===== config.mk =====
export PLATFORM = sky130hd
export DESIGN_NAME = pc_fetch
export DESIGN_NICKNAME = d
export VERILOG_FILES = /design/src/rtl/pc_fetch.sv
export SDC_FILE = /design/constraint.sdc
export NUM_CORES = 1
export LEC_CHECK = 0
export BUFFER_PORTS_ARGS = -buffer_cell sky130_fd_sc_hd__buf_4
export CAP_MARGIN = 5
export CORE_MARGIN = 2
export CORE_UTILIZATION = 35
export DETAILED_ROUTE_END_ITERATION = 8
export GPL_ROUTABILITY_DRIVEN = 0
export SKIP_LAST_GASP = 1
export SYNTH_ARGS = -nofsm -noshare
export SYNTH_HDL_FRONTEND = slang
export SYNTH_SLANG_ARGS = --single-unit
export TNS_END_PERCENT = 100

===== constraint.sdc =====
create_clock -name tclk -period 6.6 [get_ports tclk]
set_input_delay 1.32 -clock tclk [delete_from_list [all_inputs] [get_ports tclk]]
set_output_delay 1.32 -clock tclk [all_outputs]
set_load 0.03 [all_outputs]

===== src/rtl/pc_fetch.sv =====
// Program counter and instruction fetch stage: fetches one instruction per step over a
// req/ack memory handshake, decodes fields for alu_control and applies its PC result.
module pc_fetch #(
    parameter int                   WORD_SIZE = 16,
    parameter int                   OP_SIZE   = 4,
    parameter logic [WORD_SIZE-1:0] RESET_PC  = '0,
    parameter int                   MAX_WAIT  = 255,
    parameter logic [OP_SIZE-1:0]   OP_JUMP   = {OP_SIZE{1'b1}}
) (
    input  logic                 tclk,
    input  logic                 rst_n,
    input  logic                 run,
    output logic                 mem_req,
    output logic [WORD_SIZE-1:0] mem_addr,
    input  logic [WORD_SIZE-1:0] mem_rdata,
    input  logic                 mem_ack,
    output logic [OP_SIZE-1:0]   sel,
    output logic [WORD_SIZE-1:0] data1_out,
    output logic [WORD_SIZE-1:0] data2_out,
    output logic [WORD_SIZE-1:0] data3_out,
    output logic                 instr_valid,
    input  logic                 exec_done,
    input  logic                 load_pc,
    input  logic                 offset,
    input  logic [WORD_SIZE-1:0] data_in,
    output logic [WORD_SIZE-1:0] pc,
    output logic                 fetch_err
);

    localparam int IMM_W = WORD_SIZE - OP_SIZE;

    typedef enum logic [2:0] {
        IDLE,
        REQ,
        ISSUE,
        UPDATE,
        HALT
    } state_t;

    state_t               state_q;
    logic [WORD_SIZE-1:0] pc_q, pc_d;
    logic [7:0]           wait_q;
    logic                 mem_req_q, instr_valid_q, fetch_err_q;
    logic [OP_SIZE-1:0]   sel_q, sel_d;
    logic [WORD_SIZE-1:0] d1_q, d1_d, d2_q, d2_d, d3_q, d3_d;

    // Next PC (load beats offset) and decode of the word currently on the read bus.
    always_comb begin
        pc_d = pc_q + WORD_SIZE'(1);
        if (load_pc) begin
            pc_d = data_in;
        end else if (offset) begin
            pc_d = pc_q + data_in;
        end
        sel_d = mem_rdata[WORD_SIZE-1 -: OP_SIZE];
        d1_d  = (sel_d == OP_JUMP) ? WORD_SIZE'(mem_rdata[IMM_W-1:0])
                                   : WORD_SIZE'(mem_rdata[11:8]);
        d2_d  = WORD_SIZE'(mem_rdata[7:4]);
        d3_d  = WORD_SIZE'(mem_rdata[3:0]);
    end

    always_ff @(posedge tclk or negedge rst_n) begin
        if (!rst_n) begin
            state_q       <= IDLE;
            pc_q          <= RESET_PC;
            wait_q        <= '0;
            mem_req_q     <= 1'b0;
            instr_valid_q <= 1'b0;
            fetch_err_q   <= 1'b0;
            sel_q         <= '0;
            d1_q          <= '0;
            d2_q          <= '0;
            d3_q          <= '0;
        end else begin
            case (state_q)
                IDLE: begin
                    if (run) begin
                        state_q   <= REQ;
                        mem_req_q <= 1'b1;
                        wait_q    <= '0;
                    end
                end
                REQ: begin
                    // An ack arriving on the final wait cycle still completes the fetch.
                    if (mem_ack) begin
                        state_q       <= ISSUE;
                        mem_req_q     <= 1'b0;
                        instr_valid_q <= 1'b1;
                        wait_q        <= '0;
                        sel_q         <= sel_d;
                        d1_q          <= d1_d;
                        d2_q          <= d2_d;
                        d3_q          <= d3_d;
                    end else if (wait_q == 8'(MAX_WAIT - 1)) begin
                        state_q     <= HALT;
                        mem_req_q   <= 1'b0;
                        fetch_err_q <= 1'b1;
                    end else begin
                        wait_q <= wait_q + 8'd1;
                    end
                end
                ISSUE: begin
                    if (exec_done) begin
                        state_q       <= UPDATE;
                        pc_q          <= pc_d;
                        instr_valid_q <= 1'b0;
                    end
                end
                UPDATE: begin
                    if (run) begin
                        state_q   <= REQ;
                        mem_req_q <= 1'b1;
                        wait_q    <= '0;
                    end else begin
                        state_q <= IDLE;
                    end
                end
                HALT: begin
                    state_q <= HALT;
                end
                default: begin
                    state_q <= IDLE;
                end
            endcase
        end
    end

    assign mem_req     = mem_req_q;
    assign mem_addr    = pc_q;
    assign pc          = pc_q;
    assign instr_valid = instr_valid_q;
    assign fetch_err   = fetch_err_q;
    assign sel         = sel_q;
    assign data1_out   = d1_q;
    assign data2_out   = d2_q;
    assign data3_out   = d3_q;

endmodule


==> flow_metrics.tcl, run 1 <==
set metrics [dict create \
    status "completed" \
    worstSetupPathType "input pin to flip-flop" \
    cp_max_fo 18 \
    ys_types 45 \
    clkLatencyLatePin_ps 310 \
    antenna_found_initial 0 \
    worst_slew_pin_slew_ps 972 \
    cts_resized 0 \
    period_needed_ps 3720 \
    maxCapViolCount 0 \
    cts_hold_buf 0 \
    rsz0062_at_grt "no" \
    hp-start "fetch_err" \
    r2r_slack_ps 3690 \
    synth_most_common_cell "nand2_1" \
    grt_use_total 0.148 \
    setup_viol 0 \
    clockBufferDepth 2 \
    cts_root_buf "clkbuf_8" \
    power_frac_clock 0.115 \
    dieArea_sq_um 10800 \
    clk_pin_slew_ps 110 \
    grt_max_degree 55 \
    holdPathStages 1 \
    worstRegToRegCells 9 \
    nets 540 \
    cts_sinks 54 \
    avgSynthCellArea_sq_um 8.55 \
    ys_ff_latch 54 \
    chipHeight_um 104 \
    slew_viol_final 0 \
    worst_ep_required_time_ps 6800 \
    switching_power_w 0.000861 \
    drtIter0Drc 100 \
    avgViaCountPerCell 4.78 \
    leakage_nw 2.13 \
    critPathArrivalTime_ps 3920 \
    syn_to_final_growth_pct 20.8 \
    final_antenna_net_count 0 \
    synth_top_area_cell "dfrtp_1" \
    finalHoldViolCount 0 \
    seq_area_sq_um 1350 \
    p_sw_frac 0.489 \
    holdCritPathClass "flip-flop to flip-flop" \
    holdPathEnd "fetch_err" \
    yosysTopAreaCellShare 0.387 \
    row_count 36 \
    post_cts_buffers 0 \
    firstDrtPassIters 4 \
    pwr-share-comb 0.576 \
    start_kind "input pin" \
    dp_hpwl_mm 5.93 \
    htreeDepth 2 \
    cts_tree "done" \
    core-area_sq_um 9730 \
    grt_pass1_wl_mm 13.5 \
    multi_input_area_sq_um 1830 \
    fmax_ghz 0.269 \
    wl_mm 7.99 \
    ys.flop_type "dfrtp_1" \
    powerDensity_nw_per_um2 418 \
    end_kind "flip-flop" \
    syn_area_sq_um 3490 \
    fin_total_pwr_w 0.00176 \
    yosysWarnings 0 \
    synth-async-reset-ratio 1.00 \
    drc 0 \
    r2r_end "mem_addr[14]" \
    synth_edf_count 0 \
    io_pins 126 \
    syn_inst 408 \
    setup_tns_ps 0 \
    start_util 0.359 \
    slew_headroom 0.347 \
    pwr-share-seq 0.309 \
    vias 2949 \
    clock_skew_ps 10.4 \
    fillCellCount 1021 \
    antenna_cells 0 \
    p_int_w 0.000901 \
    ir_worst_vdd_uv 180 \
    synth.yosys.seq_area_share 0.387 \
    rr_startpoint "mem_addr[0]" \
    synth.top_cells.by_count "88 x nand2_1, 54 x dfrtp_1, 44 x buf_4" \
    port_buffers 97 \
    grt_overflow 0 \
    yosys-top-cells-area "dfrtp_1 39%, buf_4 9.5%, nand2_1 9.5%, ha_1 6.1%, o21ai_0 5.7%" \
    drive_above_1_share 0.236 \
    die_w_um 104 \
    routedWlPerCell_um 12.9 \
    period_share 0.564 \
    grt_pass1_vias 2854 \
    cts_made_buffers 5 \
]
metrics by stage:
step	setup WS [ps]	cell area, sq um	hold WS [ps]	instances	util
finish	2880	4220	487	617	0.433
global route	2630	4220	508	617	0.433
CTS	2880	4220	492	617	0.433
detailed placement	2570	4120	462	609	0.423
global placement	2600	4120	458	609	0.423
floorplan	2900	3590	437	435	-
worst max-delay path, stage by stage:
cell	delay, ps
buf_4	180
nand2b_1	80
ha_1	230
fa_1	410
a21o_1	200
a21oi_1	250
o21ai_0	190
a2111o_1	430
a41oi_1	240
xor2_1	90
o311ai_0	280
layout by cell type, fill, tap and decap left out, types with 2 or more instances in the layout:
cell type | Yosys | routed
xor2_1 | 2 | 2
nor2b_1 | 7 | 7
nand2_1 | 88 | 88
nand3b_1 | 2 | 2
and2_1 | 15 | 15
a21oi_1 | 20 | 20
xnor2_1 | 7 | 7
a211oi_1 | 3 | 3
conb_1 | 1 | 28
and3_1 | 6 | 6
o21a_1 | 4 | 4
nor3_1 | 7 | 7
nand2b_1 | 4 | 4
a21o_1 | 3 | 3
clkbuf_8 | 0 | 5
nor2_1 | 12 | 12
o31ai_1 | 6 | 6
o21bai_1 | 2 | 2
inv_1 | 6 | 6
ha_1 | 17 | 17
nand3_1 | 9 | 9
or2_2 | 2 | 2
a2111o_1 | 2 | 2
and4_2 | 2 | 2
a31oi_1 | 2 | 2
o21ai_0 | 40 | 40
mux2i_1 | 12 | 12
buf_4 | 44 | 99
dfrtp_1 | 54 | 54
flip-flops by register name (all words and copies together), names as in the netlist:
signal,flops
wait_q,8
instr_valid,1
data3_out,4
data2_out,4
sel,4
mem_addr,16
data1_out,12
state_q,3
mem_req,1
fetch_err,1
per-layer routing:
metal  part of all wire  track usage  wire, um  up-vias
li1                   -            -         -     1471
met1               0.44        0.189      3520     1377
met2               0.47        0.250      3760       93
met3              0.079       0.0426       631        8
met4             0.0095       0.0299        76        0
met5                  0            0         0        -
worst max-delay path by stage:
| stage | startpoint | to | slack, ps | cells after the start |
|---|---|---|---|---|
| finish | offset | mem_addr[14] | 2880 | 11 |
| global placement | offset | mem_addr[14] | 2600 | 11 |
| detailed placement | offset | mem_addr[14] | 2570 | 11 |
| CTS | offset | mem_addr[14] | 2880 | 11 |
| global route | offset | mem_addr[14] | 2630 | 11 |
| floorplan | offset | mem_addr[15] | 2900 | 10 |
cell type report:
cell class,count,share of cell area
clock buffer,5,0.0163
multi-input combinational,317,0.435
sequential,54,0.321
tap,133,0.0395
clock inverter,3,0.00683
timing repair buffer,99,0.176
inverter,6,0.00534
power by group through the flow:
| stage | combinational, W | sequential [W] | clock (W) |
|---|---|---|---|
| CTS | 0.00103 | 0.000545 | 0.000214 |
| global route | 0.00111 | 0.000565 | 0.000228 |
| detailed placement | 0.00102 | 0.000550 | 0 |
| floorplan | 0.000559 | 0.000729 | 0 |
| finish | 0.00101 | 0.000544 | 0.000203 |
| global placement | 0.00101 | 0.000547 | 0 |
logic make-up after synthesis:
kind of cell,share of synthesized area
other,0.00107
muxes,0.0344
xor gates and xnor gates,0.0226
DFF,0.387
and+or+nand+nor,0.211
AOI/OAI and AO/OA,0.161
adders and majority gates,0.0667
buffers and inverters,0.116
Power figures use the tool's default switching activity.
==> run 2, diff against run 1 <==
==> constraint.sdc (replaced) <==
create_clock -name tclk -period 3.18 [get_ports tclk]
set_input_delay 0.636 -clock tclk [delete_from_list [all_inputs] [get_ports tclk]]
set_output_delay 0.636 -clock tclk [all_outputs]
set_load 0.03 [all_outputs]
==> flow_metrics.tcl, run 2 (synthesized netlist as in run 1, its figures left out) <==
set metrics [dict create \
    cts_sinks 54 \
    vias 2961 \
    avgViaCountPerCell 4.74 \
    wl_mm 8.21 \
    worstSetupPathType "input pin to flip-flop" \
    grt_max_degree 55 \
    grt_use_total 0.152 \
    port_buffers 97 \
    slew_viol_final 0 \
    worstRegToRegCells 9 \
    final_antenna_net_count 0 \
    fin_total_pwr_w 0.00370 \
    clockBufferDepth 2 \
    antenna_found_initial 0 \
    cp_cell_sequence "buf_4, nand2b_1, ha_1, fa_1, a21o_1, a21oi_1, o21ai_0, a2111o_1, a41oi_1, xor2_1, o311ai_0" \
    drive_above_1_share 0.248 \
    firstDrtPassIters 4 \
    layout_commonest_cell "buf_4" \
    max_stage_delay_ps 430 \
    chipHeight_um 104 \
    grt_pass1_vias 2894 \
    dieArea_sq_um 10800 \
    leakage_nw 2.17 \
    largest_register_ffs 16 \
    core-area_sq_um 9730 \
    syn_to_final_growth_pct 22.4 \
    cts_root_buf "clkbuf_8" \
    maxCapViolCount 0 \
    cts_hold_buf 0 \
    grt_overflow 0 \
    htreeDepth 2 \
    io_pins 126 \
    grt_pass1_wl_mm 13.8 \
    fmax_ghz 0.341 \
    ir_worst_vdd_uv 384 \
    start_util 0.359 \
    nets 548 \
    worst_slew_pin_slew_ps 877 \
    holdCritPathClass "input pin to async pin" \
    fillCellCount 1007 \
    slew_headroom 0.413 \
    setup_viol 0 \
    worst_ep_required_time_ps 3380 \
    cts_made_buffers 5 \
    antenna_cells 0 \
    clkLatencyLatePin_ps 320 \
    drtIter0Drc 97 \
    period_needed_ps 2930 \
    cts_resized 0 \
    clock_skew_ps 15.0 \
    dp_hpwl_mm 5.99 \
    die_w_um 104 \
    drc 0 \
    multi_input_area_sq_um 1830 \
    status "completed" \
    routedWlPerCell_um 13.1 \
    powerDensity_nw_per_um2 867 \
    period_share 0.921 \
    post_cts_buffers 0 \
    clk_pin_slew_ps 110 \
    rsz0062_at_grt "no" \
    seq_area_sq_um 1350 \
    end_kind "flip-flop" \
    layout_common_cells "107 x buf_4, 88 x nand2_1, 54 x dfrtp_1" \
    start_kind "input pin" \
    cp_max_fo 3 \
    fin_util 0.439 \
    crit_slowest_cell "a2111o_1" \
    cts_tree "done" \
    critPathArrivalTime_ps 3130 \
    finalHoldViolCount 0 \
    row_count 36 \
]
==> run 2: stage by stage <==
stage | cells | setup TNS [ps] | hold WS (ps) | worst slack, ps | instance area (sq um)
4_1_cts | 625 | 0 | 386 | 259 | 4270
3_5_place_dp | 617 | -72.0 | 462 | -72.0 | 4180
2_1_floorplan | 435 | 0 | 340 | 160 | 3590
6_report | 625 | 0 | 355 | 252 | 4270
5_1_grt | 625 | 0 | 419 | 66.1 | 4270
3_3_place_gp | 617 | -11.3 | 461 | -11.3 | 4180
==> run 2: final timing paths <==
kind | start | endpoint | slack, ps
max | data_in[0] | mem_addr[14] | 250
min in group tclk | fetch_err | fetch_err | 480
min reg2reg | fetch_err | fetch_err | 480
min | rst_n | mem_addr[3] | 360
max in group asynchronous | rst_n | data2_out[1] | 2330
max reg2reg | mem_addr[0] | mem_addr[14] | 360
==> run 2: where the power goes <==
| group | total (W) | internal, W | switching (W) |
|---|---|---|---|
| Sequential | 0.00113 | 0.000915 | 0.000211 |
| Combinational | 0.00215 | 0.000823 | 0.00133 |
| Clock | 0.000425 | 0.000165 | 0.000260 |
==> run 2: area by class of cell <==
type                       instances  share of cell area
tap                              133              0.0389
clock inverter                     3             0.00615
timing repair buffer             107               0.188
clock buffer                       5              0.0161
multi-input combinational        317               0.429
inverter                           6             0.00527
sequential                        54               0.316
==> run 2: worst max-delay path, delay by kind of cell <==
| family | cells | cell delay (ps) |
|---|---|---|
| buffers and inverters | 1 | 110 |
| AND/OR/NAND/NOR | 1 | 140 |
| adder cells (fa/ha/maj) | 2 | 640 |
| AO/OA/AOI/OAI | 6 | 1510 |
| XOR/XNOR | 1 | 90 |
==> run 2: routing by layer <==
metal / part of all wire / vias up / wire length [um] / global-route usage
met4: 0.0061 / 0 / 50 / 0.0232
met2: 0.48 / 87 / 3960 / 0.258
li1: - / 1490 / - / -
met1: 0.43 / 1377 / 3570 / 0.193
met5: 0 / - / 0 / 0
met3: 0.077 / 7 / 628 / 0.0457
